==> src/rtl/input_debouncer_if.sv <==
// Signal bundle between a raw input source and the debouncer.
// master drives the raw input; slave (the debouncer) returns the conditioned level and edge pulses.
interface input_debouncer_if;
    logic din;
    logic dout;
    logic rise;
    logic fall;
    logic busy;

    modport master (
        output din,
        input  dout,
        input  rise,
        input  fall,
        input  busy
    );

    modport slave (
        input  din,
        output dout,
        output rise,
        output fall,
        output busy
    );
endinterface

==> src/rtl/input_debouncer.sv <==
// Synchronizes a raw asynchronous bit, qualifies changes over STABLE_CYCLES samples,
// and emits a registered debounced level with one-cycle rise/fall pulses.
module input_debouncer #(
    parameter int SYNC_STAGES   = 2,
    parameter int STABLE_CYCLES = 4
) (
    input  logic              clk,
    input  logic              reset,
    input_debouncer_if.slave  bus
);
    localparam int               CNT_W    = $clog2(STABLE_CYCLES + 1);
    localparam logic [CNT_W-1:0] CNT_LAST = CNT_W'(STABLE_CYCLES - 1);

    if (SYNC_STAGES < 2) begin : g_bad_sync_stages
        $error("input_debouncer: SYNC_STAGES must be >= 2");
    end
    if (STABLE_CYCLES < 1) begin : g_bad_stable_cycles
        $error("input_debouncer: STABLE_CYCLES must be >= 1");
    end

    logic [SYNC_STAGES-1:0] sync;
    logic [CNT_W-1:0]       cnt;
    logic                   dout_q;
    logic                   rise_q;
    logic                   fall_q;
    logic                   s;
    logic                   mismatch;
    logic                   at_last;

    // Plain flop chain: nothing may sit between stages or metastability can leak through.
    always_ff @(posedge clk) begin
        if (reset) begin
            sync <= '0;
        end else begin
            sync <= {sync[SYNC_STAGES-2:0], bus.din};
        end
    end

    always_comb begin
        s        = sync[SYNC_STAGES-1];
        mismatch = (s != dout_q);
        at_last  = (cnt == CNT_LAST);
    end

    always_ff @(posedge clk) begin
        if (reset) begin
            cnt    <= '0;
            dout_q <= 1'b0;
            rise_q <= 1'b0;
            fall_q <= 1'b0;
        end else begin
            rise_q <= mismatch & s & at_last;
            fall_q <= mismatch & ~s & at_last;
            if (!mismatch) begin
                cnt <= '0;
            end else if (at_last) begin
                dout_q <= s;
                cnt    <= '0;
            end else begin
                cnt <= cnt + CNT_W'(1);
            end
        end
    end

    assign bus.dout = dout_q;
    assign bus.rise = rise_q;
    assign bus.fall = fall_q;
    assign bus.busy = (cnt != '0);
endmodule

==> src/flat_wrapper.sv <==
// flat-port wrapper written by rule: the top's interface ports become plain ports
module input_debouncer_flat 
#(
    parameter int SYNC_STAGES   = 2,
    parameter int STABLE_CYCLES = 4
)
  (clk, reset, bus_din, bus_dout, bus_rise, bus_fall, bus_busy);
  input_debouncer_if bus_i ();
  input  logic clk;
  input  logic reset;
  input wire logic [$bits(bus_i.din)-1:0] bus_din;
  output wire logic [$bits(bus_i.dout)-1:0] bus_dout;
  output wire logic [$bits(bus_i.rise)-1:0] bus_rise;
  output wire logic [$bits(bus_i.fall)-1:0] bus_fall;
  output wire logic [$bits(bus_i.busy)-1:0] bus_busy;
  assign bus_i.din = bus_din;
  assign bus_dout = bus_i.dout;
  assign bus_rise = bus_i.rise;
  assign bus_fall = bus_i.fall;
  assign bus_busy = bus_i.busy;
  input_debouncer #(.SYNC_STAGES(SYNC_STAGES), .STABLE_CYCLES(STABLE_CYCLES)) u_core (.clk(clk), .reset(reset), .bus(bus_i));
endmodule
==> config.mk <==
export PLATFORM = sky130hd
export DESIGN_NAME = input_debouncer_flat
export DESIGN_NICKNAME = d
export VERILOG_FILES = /design/src/rtl/input_debouncer_if.sv /design/src/rtl/input_debouncer.sv /design/src/flat_wrapper.sv
export SDC_FILE = /design/constraint.sdc
export NUM_CORES = 1
export LEC_CHECK = 0
export BUFFER_PORTS_ARGS = -buffer_cell sky130_fd_sc_hd__buf_2
export CAP_MARGIN = 10
export CORE_AREA = 3 3 40 42
export CTS_CLUSTER_DIAMETER = 150
export DETAILED_ROUTE_END_ITERATION = 16
export DIE_AREA = 0 0 43 45
export PLACE_DENSITY = 0.41
export SLEW_MARGIN = 20
export SYNTH_ARGS = -nofsm -noshare
export SYNTH_HDL_FRONTEND = slang
export SYNTH_SLANG_ARGS = --single-unit
==> constraint.sdc <==
create_clock -name clk -period 1.9 [get_ports clk]
set_input_delay 0.38 -clock clk [delete_from_list [all_inputs] [get_ports clk]]
set_output_delay 0.38 -clock clk [all_outputs]
set_load 0.02 [all_outputs]
==> run summary, run 1 <==
Synthesized instance count = 29
Critical Path, Cell by Cell = inv_1 -> ha_1 -> nand2_1 -> buf_2
Post-route minimum period = 1412 ps
Max-slew headroom = 0.8493
Cell Area, Synth = 327.8 um^2
CP Launch Type = register
Root Driver = clkbuf_4
Std-Cell Rows = 13
Leakage power = 0.1886 nW
Switching Power = 0.05870 mW
Final net count = 48
Clk_lat worst skew = 240 ps
Crit path launch = u_core.cnt[0]
Clock Sinks = 8
Setup crit end = bus_busy
Initial core utilization = 0.2551
P&R area growth vs syn = 21.76%
Hold Path Cell Cnt = 2
XOR/XNOR share of the synthesized area = 0
Post-Synth Simple-Gate Area = 0.2252
Status = complete, no violations
IO buf count = 6
Share of cells above drive strength 1 = 0.2632
Hpwl dp = 374.3 um
Vias in the first global route = 192
Worst-Margin Slew = 222.9 ps
Dpl ws = 716.9 ps
Clock buffer count from CTS = 3
R2R depth = 4
Vias = 221
Seq pwr share = 0.561
Library cells used by synthesis = 11
Largest stage delay on the critical path = 350 ps
Die Ht = 45 um
Reg2Reg Capture Point = u_core.bus.dout
Slew Viols, Final = 0
Slowest CP cell = dfxtp_1
Adder-cell share of the synthesized area = 0.1908
Worst Path Max Fanout = 3
Setup violators final = 0
Setup TNS = 0 ps
Post-synthesis mux area share = 0
ANT cells = 0
First-pass GRT wire length = 800 um
DRT antenna net count = 0
Clk_skew = 1.351 ps
Comb pwr share = 0.039
Initial antenna violation count = 0
PnR worst setup slack = 487.9 ps
Post-CTS setup buffers = 0
Peak VDD IR = 262.6 uV
Setup Crit Path Kind = reg -> out
DR pass1 iterations = 2
Synth Register Bits = 8
I/O pin cnt = 7
RSZ-0062 raised after global routing = false
Total core area = 0.001285 mm^2
Main combinational cell family by area after synthesis = simple AND/OR/NAND/NOR gates
Clk slew on worst S/H paths = 50 ps
Post-DR wirelength/cell = 8.981 um
Synth Area in Compound Gates = 0.03817
CTS tree = done
Post-synthesis sequential area ratio = 0.4885
Sw Ratio = 0.1913
DR DRC count = 0
Pwr dens = 768.9 mW/mm^2
Ys Warns = 0
Critical path arrival = 1030 ps
Fmax = 708.2 MHz
Vias per inst = 4.170
P_int = 0.2482 mW
Reg-to-Reg Start = u_core.cnt[0]
H-tree Lvls = 1
Mapped Nets = 37
GRT Overall Usage = 0.06088
DIE WIDTH = 43 um
Die area = 0.001935 mm^2
Maxcap violations = 0
Final hold vios = 0
Tcrit/Tclk final = 0.7432
Data required, critical path = 1520 ps
Max Root-Sink Buffers = 2
Hold buffers post-CTS = 0
Largest net degree at the start of global routing = 10
HP Class = in -> reg
Mean Syn Cell Area = 11.30 um^2
R2r setup slk = 710 ps
Critical path endpoint category = output pin
Number of fillers in the final layout = 139
Detailed Route WL = 476 um
Grt ovf = 0
DR iter-0 viols = 1
GP Congestion = 0.6694
Post-CTS sizing = 0
Clock power share = 0.400
==> metal layers <==
metal,routed length [um],vias to the layer above,GRT usage,part of all wire
li1,-,116,-,-
met1,224,100,0.06780,0.47
met2,218,5,0.08084,0.46
met3,32,0,0.04781,0.067
met4,0,0,0.03614,0
met5,0,-,0,0
==> cell usage in the layout (no fill, tap or decap) <==
cell,netlist,layout
dfxtp_1,8,8
and2b_1,1,1
ha_1,5,5
nand4bb_1,1,1
buf_2,0,6
clkbuf_4,0,3
nor4b_1,1,1
nand2_1,1,1
and3b_1,2,2
nor4_1,2,2
nor2b_1,2,2
inv_1,5,5
o31ai_2,1,1
==> critical path, delay by kind of cell (launching register included) <==
family	cells	cell delay [ps]
simple gates	1	50
fa+ha+maj	1	180
flops	1	350
buf+inv	2	200
==> cell families (layout without fill, tap and decap cells) <==
family,after synthesis,count (layout)
DFF,8,8
and+or+nand+nor,10,10
AOI/OAI and AO/OA,1,1
buffers and inverters,5,14
adders and majority gates,5,5
==> how the worst min path moves through the flow <==
stage                         from        endpoint  slack, ps
CTS                        bus_din  u_core.sync[0]        330
detailed placement  u_core.sync[0]  u_core.sync[1]        430
finish                     bus_din  u_core.sync[0]        340
global route               bus_din  u_core.sync[0]        330
global placement    u_core.sync[0]  u_core.sync[1]        430
floorplan           u_core.sync[0]  u_core.sync[1]        410
==> power by group through the flow <==
stage / sequential [mW] / combinational, mW / clock, mW
4_1_cts: 0.172 / 0.0123 / 0.132
2_1_floorplan: 0.175 / 0.00651 / 0
6_report: 0.172 / 0.0120 / 0.123
5_1_grt: 0.172 / 0.0139 / 0.144
3_3_place_gp: 0.175 / 0.0118 / 0
3_5_place_dp: 0.176 / 0.0122 / 0
==> area by class of cell <==
type | instances | area, um^2 | area share
inverters | 5 | 18.77 | 0.04702
clock buffers | 3 | 22.52 | 0.05643
flip-flops and latches | 8 | 160.2 | 0.4013
repair buffers | 6 | 30.03 | 0.07524
multi-input cells | 16 | 148.9 | 0.3730
well taps | 15 | 18.77 | 0.04702
==> per-stage QoR <==
step | util | std cells | area (um^2) | power [mW] | hold WS, ps
2_1_floorplan | - | 29 | 327.8 | 0.1816 | 413.8
3_3_place_gp | 0.2931 | 50 | 376.6 | 0.1871 | 430.3
3_5_place_dp | 0.2931 | 50 | 376.6 | 0.1877 | 433.0
4_1_cts | 0.3106 | 53 | 399.1 | 0.3158 | 329.0
5_1_grt | 0.3106 | 53 | 399.1 | 0.3300 | 330.0
6_report | 0.3106 | 53 | 399.1 | 0.3069 | 338.9
==> synthesized netlist by cell type <==
master | number | area [um^2]
dfxtp_1 | 8 | 160.2
ha_1 | 5 | 62.56
inv_1 | 5 | 18.77
and3b_1 | 2 | 17.52
nor2b_1 | 2 | 12.51
nor4_1 | 2 | 12.51
and2b_1 | 1 | 7.510
nand2_1 | 1 | 3.750
nand4bb_1 | 1 | 11.26
nor4b_1 | 1 | 8.760
o31ai_2 | 1 | 12.51
==> registers in the layout (all words and copies together) (netlist names) <==
| signal | cells |
|---|---|
| u_core.bus.rise | 1 |
| u_core.bus.dout | 1 |
| u_core.sync | 2 |
| u_core.bus.fall | 1 |
| u_core.cnt | 3 |
Note: power is estimated with default switching activity, not from simulation.
==> run 2: changes to the inputs <==
==> constraint.sdc (replaced) <==
create_clock -name clk -period 1.35 [get_ports clk]
set_input_delay 0.27 -clock clk [delete_from_list [all_inputs] [get_ports clk]]
set_output_delay 0.27 -clock clk [all_outputs]
set_load 0.02 [all_outputs]
==> run 2 against run 1 <==
Compared with the run above:
- worst setup slack lost 400 ps
- largest power group unchanged
- highest routed layer unchanged
- utilization grew 0.29 points
- final cell count is the same
- register-to-register slack lost 540 ps
==> run summary, run 2 (synthesis gave the netlist of run 1 again) <==
Clk_lat worst skew = 250 ps (was 240 ps)
Status = complete, no violations (unchanged)
Clock power share = 0.410 (was 0.400)
GRT Overall Usage = 0.06427 (was 0.06088)
Fmax = 794.5 MHz
R2r setup slk = 170 ps (was 710 ps)
Tcrit/Tclk final = 0.9323
Critical path arrival = 990 ps (was 1030 ps)
Critical path endpoint category = output pin (unchanged)
Max-slew headroom = 0.8397 (was 0.8493)
DRT antenna net count = 0 (unchanged)
Worst Path Max Fanout = 3 (unchanged)
Slowest CP cell = dfxtp_2 (was dfxtp_1)
Pwr dens = 1092 mW/mm^2 (was 768.9 mW/mm^2)
Multi-input logic area = 148.9 um^2 (unchanged)
First-pass GRT wire length = 841 um (was 800 um)
Total core area = 0.001285 mm^2 (unchanged)
Setup violators final = 0 (unchanged)
Min-delay src = bus_din (unchanged)
PnR worst setup slack = 91.42 ps (was 487.9 ps)
Maxcap violations = 0 (unchanged)
Number of flip-flops in the largest register = 3 (unchanged)
Share of cells above drive strength 1 = 0.2895 (was 0.2632)
Leakage power = 0.1891 nW (was 0.1886 nW)
Placed Area = 376.6 um^2 (unchanged)
Post-route minimum period = 1259 ps
Dpl ws = 176.9 ps (was 716.9 ps)
Largest stage delay on the critical path = 330 ps (was 350 ps)
Seq pwr share = 0.550 (was 0.561)
Grt ovf = 0 (unchanged)
P&R area growth vs syn = 22.90% (was 21.76%)
Clk_skew = 0.6398 ps (was 1.351 ps)
IO buf count = 6 (unchanged)
Clk slew on worst S/H paths = 50 ps (about the same)
Comb pwr share = 0.040 (was 0.039)
Initial antenna violation count = 0 (unchanged)
Switching Power = 0.08960 mW (was 0.05870 mW)
Hpwl dp = 385 um (was 374.3 um)
Hold Path Cell Cnt = 2 (unchanged)
Clock buffer count from CTS = 3 (unchanged)
Clock Sinks = 8 (unchanged)
Largest registers = u_core.cnt x3, u_core.sync x2 (unchanged)
Initial core utilization = 0.2551 (unchanged)
CTS tree = done (unchanged)
Vias = 211 (was 221)
Die area = 0.001935 mm^2 (unchanged)
Number of fillers in the final layout = 136 (was 139)
Peak VDD IR = 363.2 uV (was 262.6 uV)
DR DRC count = 0 (unchanged)
ANT cells = 0 (unchanged)
Most frequent cells in the layout = 7 x dfxtp_1, 5 x inv_1, 5 x ha_1, 5 x buf_2, 3 x clkbuf_4 (was 8 x dfxtp_1, 6 x buf_2, 5 x inv_1, 5 x ha_1, 3 x clkbuf_4)
Vias per inst = 3.981 (was 4.170)
Final Cell Area = 402.9 um^2 (was 399.1 um^2)
Max Root-Sink Buffers = 2 (unchanged)
DR pass1 iterations = 2 (unchanged)
Final hold vios = 0 (unchanged)
Largest net degree at the start of global routing = 10 (unchanged)
Finished Core Util = 0.3135 (was 0.3106)
Post-CTS setup buffers = 0 (unchanged)
Register area = 161.4 um^2 (was 160.2 um^2)
Most common cell after layout, fill and taps aside = dfxtp_1 (unchanged)
HP Class = in -> reg (unchanged)
Worst-Margin Slew = 240.4 ps (was 222.9 ps)
P_int = 0.3503 mW (was 0.2482 mW)
Setup TNS = 0 ps (unchanged)
Sw Ratio = 0.2037 (was 0.1913)
Vias in the first global route = 210 (was 192)
CP Launch Type = register (unchanged)
DIE WIDTH = 43 um (unchanged)
RSZ-0062 raised after global routing = false (unchanged)
Data required, critical path = 1080 ps (was 1520 ps)
Largest Register = u_core.cnt (unchanged)
Reg2Reg Capture Point = u_core.bus.dout (unchanged)
WHS Endpoint = u_core.sync[0] (unchanged)
Reg-to-Reg Start = u_core.cnt[0] (unchanged)
Critical Path, Cell by Cell = inv_1 -> ha_1 -> nand2_1 -> buf_4 (was inv_1 -> ha_1 -> nand2_1 -> buf_2)
R2R depth = 4 (unchanged)
Die Ht = 45 um (unchanged)
DR iter-0 viols = 2 (was 1)
I/O pin cnt = 7 (unchanged)
Final net count = 48 (unchanged)
Post-DR wirelength/cell = 9.604 um (was 8.981 um)
Root Driver = clkbuf_4 (unchanged)
GP Congestion = 0.6644 (was 0.6694)
Setup Crit Path Kind = reg -> out (unchanged)
Std-Cell Rows = 13 (unchanged)
Detailed Route WL = 509 um (was 476 um)
H-tree Lvls = 1 (unchanged)
Slew Viols, Final = 0 (unchanged)
## run 2: stage by stage
stage | cells | total power, mW | hold WS [ps]
3_5_place_dp | 50 | 0.2644 | 436.7
5_1_grt | 53 | 0.4678 | 229.2
2_1_floorplan | 29 | 0.2556 | 341.6
4_1_cts | 53 | 0.4526 | 212.5
3_3_place_gp | 50 | 0.2633 | 429.3
6_report | 53 | 0.4399 | 221.5
## run 2: layout make-up
cell class,instances,share of cell area
sequential,8,0.4006
inverter,5,0.04658
multi-input combinational,16,0.3696
tap,15,0.04658
timing repair buffer,6,0.08075
clock buffer,3,0.05590
## run 2: timing repair
item                                    CTS  global route
hold buffers                              0             0
resized for setup                         0             2
endpoints found under the setup margin    0             1
## run 2: worst max-delay path, delay by kind of cell, from the launching register on
family | cells | cell delay [ps]
buf+inv | 2 | 170
flops | 1 | 330
fa+ha+maj | 1 | 180
simple gates | 1 | 50
## run 2: worst max path at each step
stage	startpoint	cells after the start	end
6_report	u_core.cnt[0]	4	bus_busy
4_1_cts	u_core.cnt[0]	4	bus_busy
2_1_floorplan	u_core.bus.dout	4	u_core.bus.dout
5_1_grt	u_core.cnt[0]	4	bus_busy
3_5_place_dp	u_core.cnt[0]	4	u_core.bus.dout
3_3_place_gp	u_core.cnt[0]	3	u_core.cnt[1]
## run 2: routing by layer
layer	GRT usage	routed length [um]	part of all wire	up-vias
met5	0	0	0	-
met4	0.07229	0	0	0
met3	0.02390	31	0.061	0
met2	0.09581	246	0.48	5
met1	0.06553	231	0.45	90
li1	-	-	-	116
## run 2: power groups by stage
stage	Clock (mW)	Sequential, mW	Combinational, mW
2_1_floorplan	0	0.246	0.00916
3_3_place_gp	0	0.247	0.0165
3_5_place_dp	0	0.247	0.0176
4_1_cts	0.193	0.242	0.0175
5_1_grt	0.205	0.242	0.0206
6_report	0.181	0.242	0.0175
==> run 3: changes to the inputs <==
--- a/config.mk
+++ b/config.mk
@@ -5,6 +5,7 @@
 export SDC_FILE = /design/constraint.sdc
 export NUM_CORES = 1
 export LEC_CHECK = 0
+export ABC_AREA = 1
 export BUFFER_PORTS_ARGS = -buffer_cell sky130_fd_sc_hd__buf_2
 export CAP_MARGIN = 10
 export CORE_AREA = 3 3 40 42
==> run 3 against run 2 <==
Compared with the run above:
- hold slack got worse by 2.5 ps
- highest routed layer unchanged
- synthesized cell count rose by 34%
- critical path depth did not move
- utilization fell by 0.58 points
- register-to-register slack improved by 70 ps
- maximum frequency fell by 1.7%
- global-route usage fell by 0.16 points
- area after synthesis fell by 1.5%
==> run summary, run 3 <==
Ys Warns = 0 (unchanged)
Total core area = 0.001285 mm^2 (unchanged)
Clk slew on worst S/H paths = 50 ps (about the same)
Final Cell Area = 395.4 um^2 (was 402.9 um^2)
Hpwl dp = 355.3 um (was 385 um)
GP Congestion = 0.6563 (was 0.6644)
DR pass1 iterations = 1 (was 2)
Number of fillers in the final layout = 144 (was 136)
Max Root-Sink Buffers = 2 (unchanged)
Leakage power = 0.2053 nW (was 0.1891 nW)
Vias in the first global route = 212 (was 210)
Share of cells above drive strength 1 = 0.2083 (was 0.2895)
Post-synth top area cell = dfxtp_1 (unchanged)
Post-synthesis sequential area ratio = 0.4961 (was 0.4885)
Post-route minimum period = 1280 ps (was 1259 ps)
DIE WIDTH = 43 um (unchanged)
Slowest CP cell = dfxtp_2 (unchanged)
Post-DR wirelength/cell = 7.270 um (was 9.604 um)
Multi-input logic area = 125.1 um^2 (was 148.9 um^2)
First-pass GRT wire length = 814 um (was 841 um)
Clk_lat worst skew = 250 ps (about the same)
Most used DFF post-synth = dfxtp_1 (unchanged)
Setup violators final = 0 (unchanged)
Setup Crit Path Kind = reg -> out (unchanged)
DRT antenna net count = 0 (unchanged)
Max-slew headroom = 0.8862 (was 0.8397)
Number of flip-flops in the largest register = 3 (unchanged)
R2r setup slk = 240 ps (was 170 ps)
Std-Cell Rows = 13 (unchanged)
GRT Overall Usage = 0.06266 (was 0.06427)
Synth top area share = 0.4961 (was 0.4885)
Tcrit/Tclk final = 0.9482 (was 0.9323)
DR iter-0 viols = 0 (was 2)
Reg-to-Reg Start = u_core.cnt[0] (unchanged)
Count leader, synth = inv_1 (was dfxtp_1)
Slew Viols, Final = 0 (unchanged)
Cell Area, Synth = 322.8 um^2 (was 327.8 um^2)
Fmax = 781.2 MHz (was 794.5 MHz)
M1 WL = 196 um (was 231 um)
P&R area growth vs syn = 22.48% (was 22.90%)
Critical path arrival = 1010 ps (was 990 ps)
Setup crit end = bus_busy (unchanged)
Crit path launch = u_core.cnt[0] (unchanged)
Synthesized instance count = 39 (was 29)
HP Class = in -> reg (unchanged)
Final hold vios = 0 (unchanged)
Initial antenna violation count = 0 (unchanged)
Library cells used by synthesis = 7 (was 11)
Largest net degree at the start of global routing = 6 (was 10)
Clock Sinks = 8 (unchanged)
H-tree Lvls = 1 (unchanged)
Pwr Total = 0.4387 mW (was 0.4399 mW)
Most common library cells after synthesis = 10 x inv_1, 9 x nor2_1, 8 x dfxtp_1, 5 x ha_1, 5 x nand2_1 (was 8 x dfxtp_1, 5 x ha_1, 5 x inv_1)
Cells after DPL = 60 (was 50)
I/O pin cnt = 7 (unchanged)
R2R depth = 5 (was 4)
Most frequent cells in the layout = 10 x inv_1, 9 x nor2_1, 7 x dfxtp_1 (was 7 x dfxtp_1, 5 x inv_1, 5 x ha_1, 5 x buf_2, 3 x clkbuf_4)
Worst Path Max Fanout = 3 (unchanged)
Synth Register Bits = 8 (unchanged)
Met2 Routed Length = 209 um (was 246 um)
Status = complete, no violations (unchanged)
RSZ-0062 raised after global routing = false (unchanged)
CP Launch Type = register (unchanged)
Clock buffer count from CTS = 3 (unchanged)
Largest registers = u_core.cnt x3, u_core.sync x2 (unchanged)
Async SR Flop Fraction = 0 (unchanged)
CTS tree = done (unchanged)
Worst-Margin Slew = 170.6 ps (was 240.4 ps)
ANT cells = 0 (unchanged)
Met3 wire length = 53 um (was 31 um)
Uppermost layer routed = met3 (unchanged)
Vias per inst = 3.667 (was 3.981)
Reg2Reg Capture Point = u_core.cnt[0] (was u_core.bus.dout)
Critical path endpoint category = output pin (unchanged)
Die Ht = 45 um (unchanged)
IO buf count = 6 (unchanged)
Post-synth EDFFs = 0 (unchanged)
Largest stage delay on the critical path = 340 ps (was 330 ps)
Hold buffers post-CTS = 0 (unchanged)
Clk_skew = 1.473 ps (was 0.6398 ps)
Detailed Route WL = 458 um (was 509 um)
Root Driver = clkbuf_4 (unchanged)
Vias = 231 (was 211)
Critical Path, Cell by Cell = inv_1 -> ha_1 -> nand2_1 -> buf_2 (was inv_1 -> ha_1 -> nand2_1 -> buf_4)
Placed Area = 371.6 um^2 (was 376.6 um^2)
Finished Core Util = 0.3077 (was 0.3135)
Data required, critical path = 1080 ps (about the same)
Mapped Nets = 47 (was 37)
Register area = 161.4 um^2 (unchanged)
Most common cell after layout, fill and taps aside = inv_1 (was dfxtp_1)
Grt ovf = 0 (unchanged)
Non-Filler Instances = 63 (was 53)
Mean Syn Cell Area = 8.277 um^2 (was 11.30 um^2)
Setup TNS = 0 ps (unchanged)
Die area = 0.001935 mm^2 (unchanged)
Initial core utilization = 0.2512 (was 0.2551)
Maxcap violations = 0 (unchanged)
Peak VDD IR = 724.5 uV (was 363.2 uV)
DR DRC count = 0 (unchanged)
Final net count = 58 (was 48)
Pwr dens = 1110 mW/mm^2 (was 1092 mW/mm^2)
Area contributors post-synth = dfxtp_1 50%, ha_1 19%, inv_1 12% (was dfxtp_1 49%, ha_1 19%, inv_1 5.7%)
Largest Register = u_core.cnt (unchanged)
[run 3: timing repair]
action	CTS	global route
gates resized for setup	0	1
endpoints found under the setup margin	0	1
buffers inserted	0	0
[run 3: how the worst min path moves through the flow]
stage / startpoint / endpoint / slack (ps) / cells after the start
after floorplan: reset / u_core.sync[0] / 340 / 1
after global placement: u_core.sync[0] / u_core.sync[1] / 400 / 2
after detailed placement: u_core.sync[0] / u_core.sync[1] / 390 / 2
after CTS: bus_din / u_core.sync[0] / 210 / 3
after global routing: bus_din / u_core.sync[0] / 230 / 3
final: bus_din / u_core.sync[0] / 220 / 3
[run 3: worst max-delay path, delay by kind of cell (launching register included)]
family	cells	cell delay [ps]
adder cells (fa/ha/maj)	1	180
buffers and inverters	2	190
flip-flops	1	340
AND/OR/NAND/NOR	1	50
[run 3: final cells by class]
type / count / area share
timing repair buffer: 6 / 0.07595
inverter: 10 / 0.09494
sequential: 8 / 0.4082
tap: 15 / 0.04747
clock buffer: 3 / 0.05696
multi-input combinational: 21 / 0.3165
[run 3: logic make-up (layout without fill, tap and decap cells)]
| family | after synthesis | count (layout) | share of synthesized area |
|---|---|---|---|
| simple gates | 15 | 15 | 0.1783 |
| buf+inv | 10 | 19 | 0.1163 |
| flops | 8 | 8 | 0.4961 |
| fa+ha+maj | 5 | 5 | 0.1938 |
| compound gates | 1 | 1 | 0.01549 |
[run 3: routing by layer]
layer,up-vias,global-route usage
li1,130,-
met1,94,0.05839
met2,7,0.08683
met3,0,0.06375
met4,0,0.03614
met5,-,0
[run 3: through the flow]
step                      hold slack [ps]  setup WS, ps
after CTS                           207.5         9.735
after global routing                227.5         2.839
after detailed placement            395.0         218.1
final                               219.0         69.94
after floorplan                     341.2         197.8
after global placement              397.7         244.7
[run 3: power by group]
part / internal [mW] / switching (mW)
Sequential: 0.240 / 0.00162
Clock: 0.102 / 0.0787
Combinational: 0.00666 / 0.0100
Total: 0.348 / 0.0903
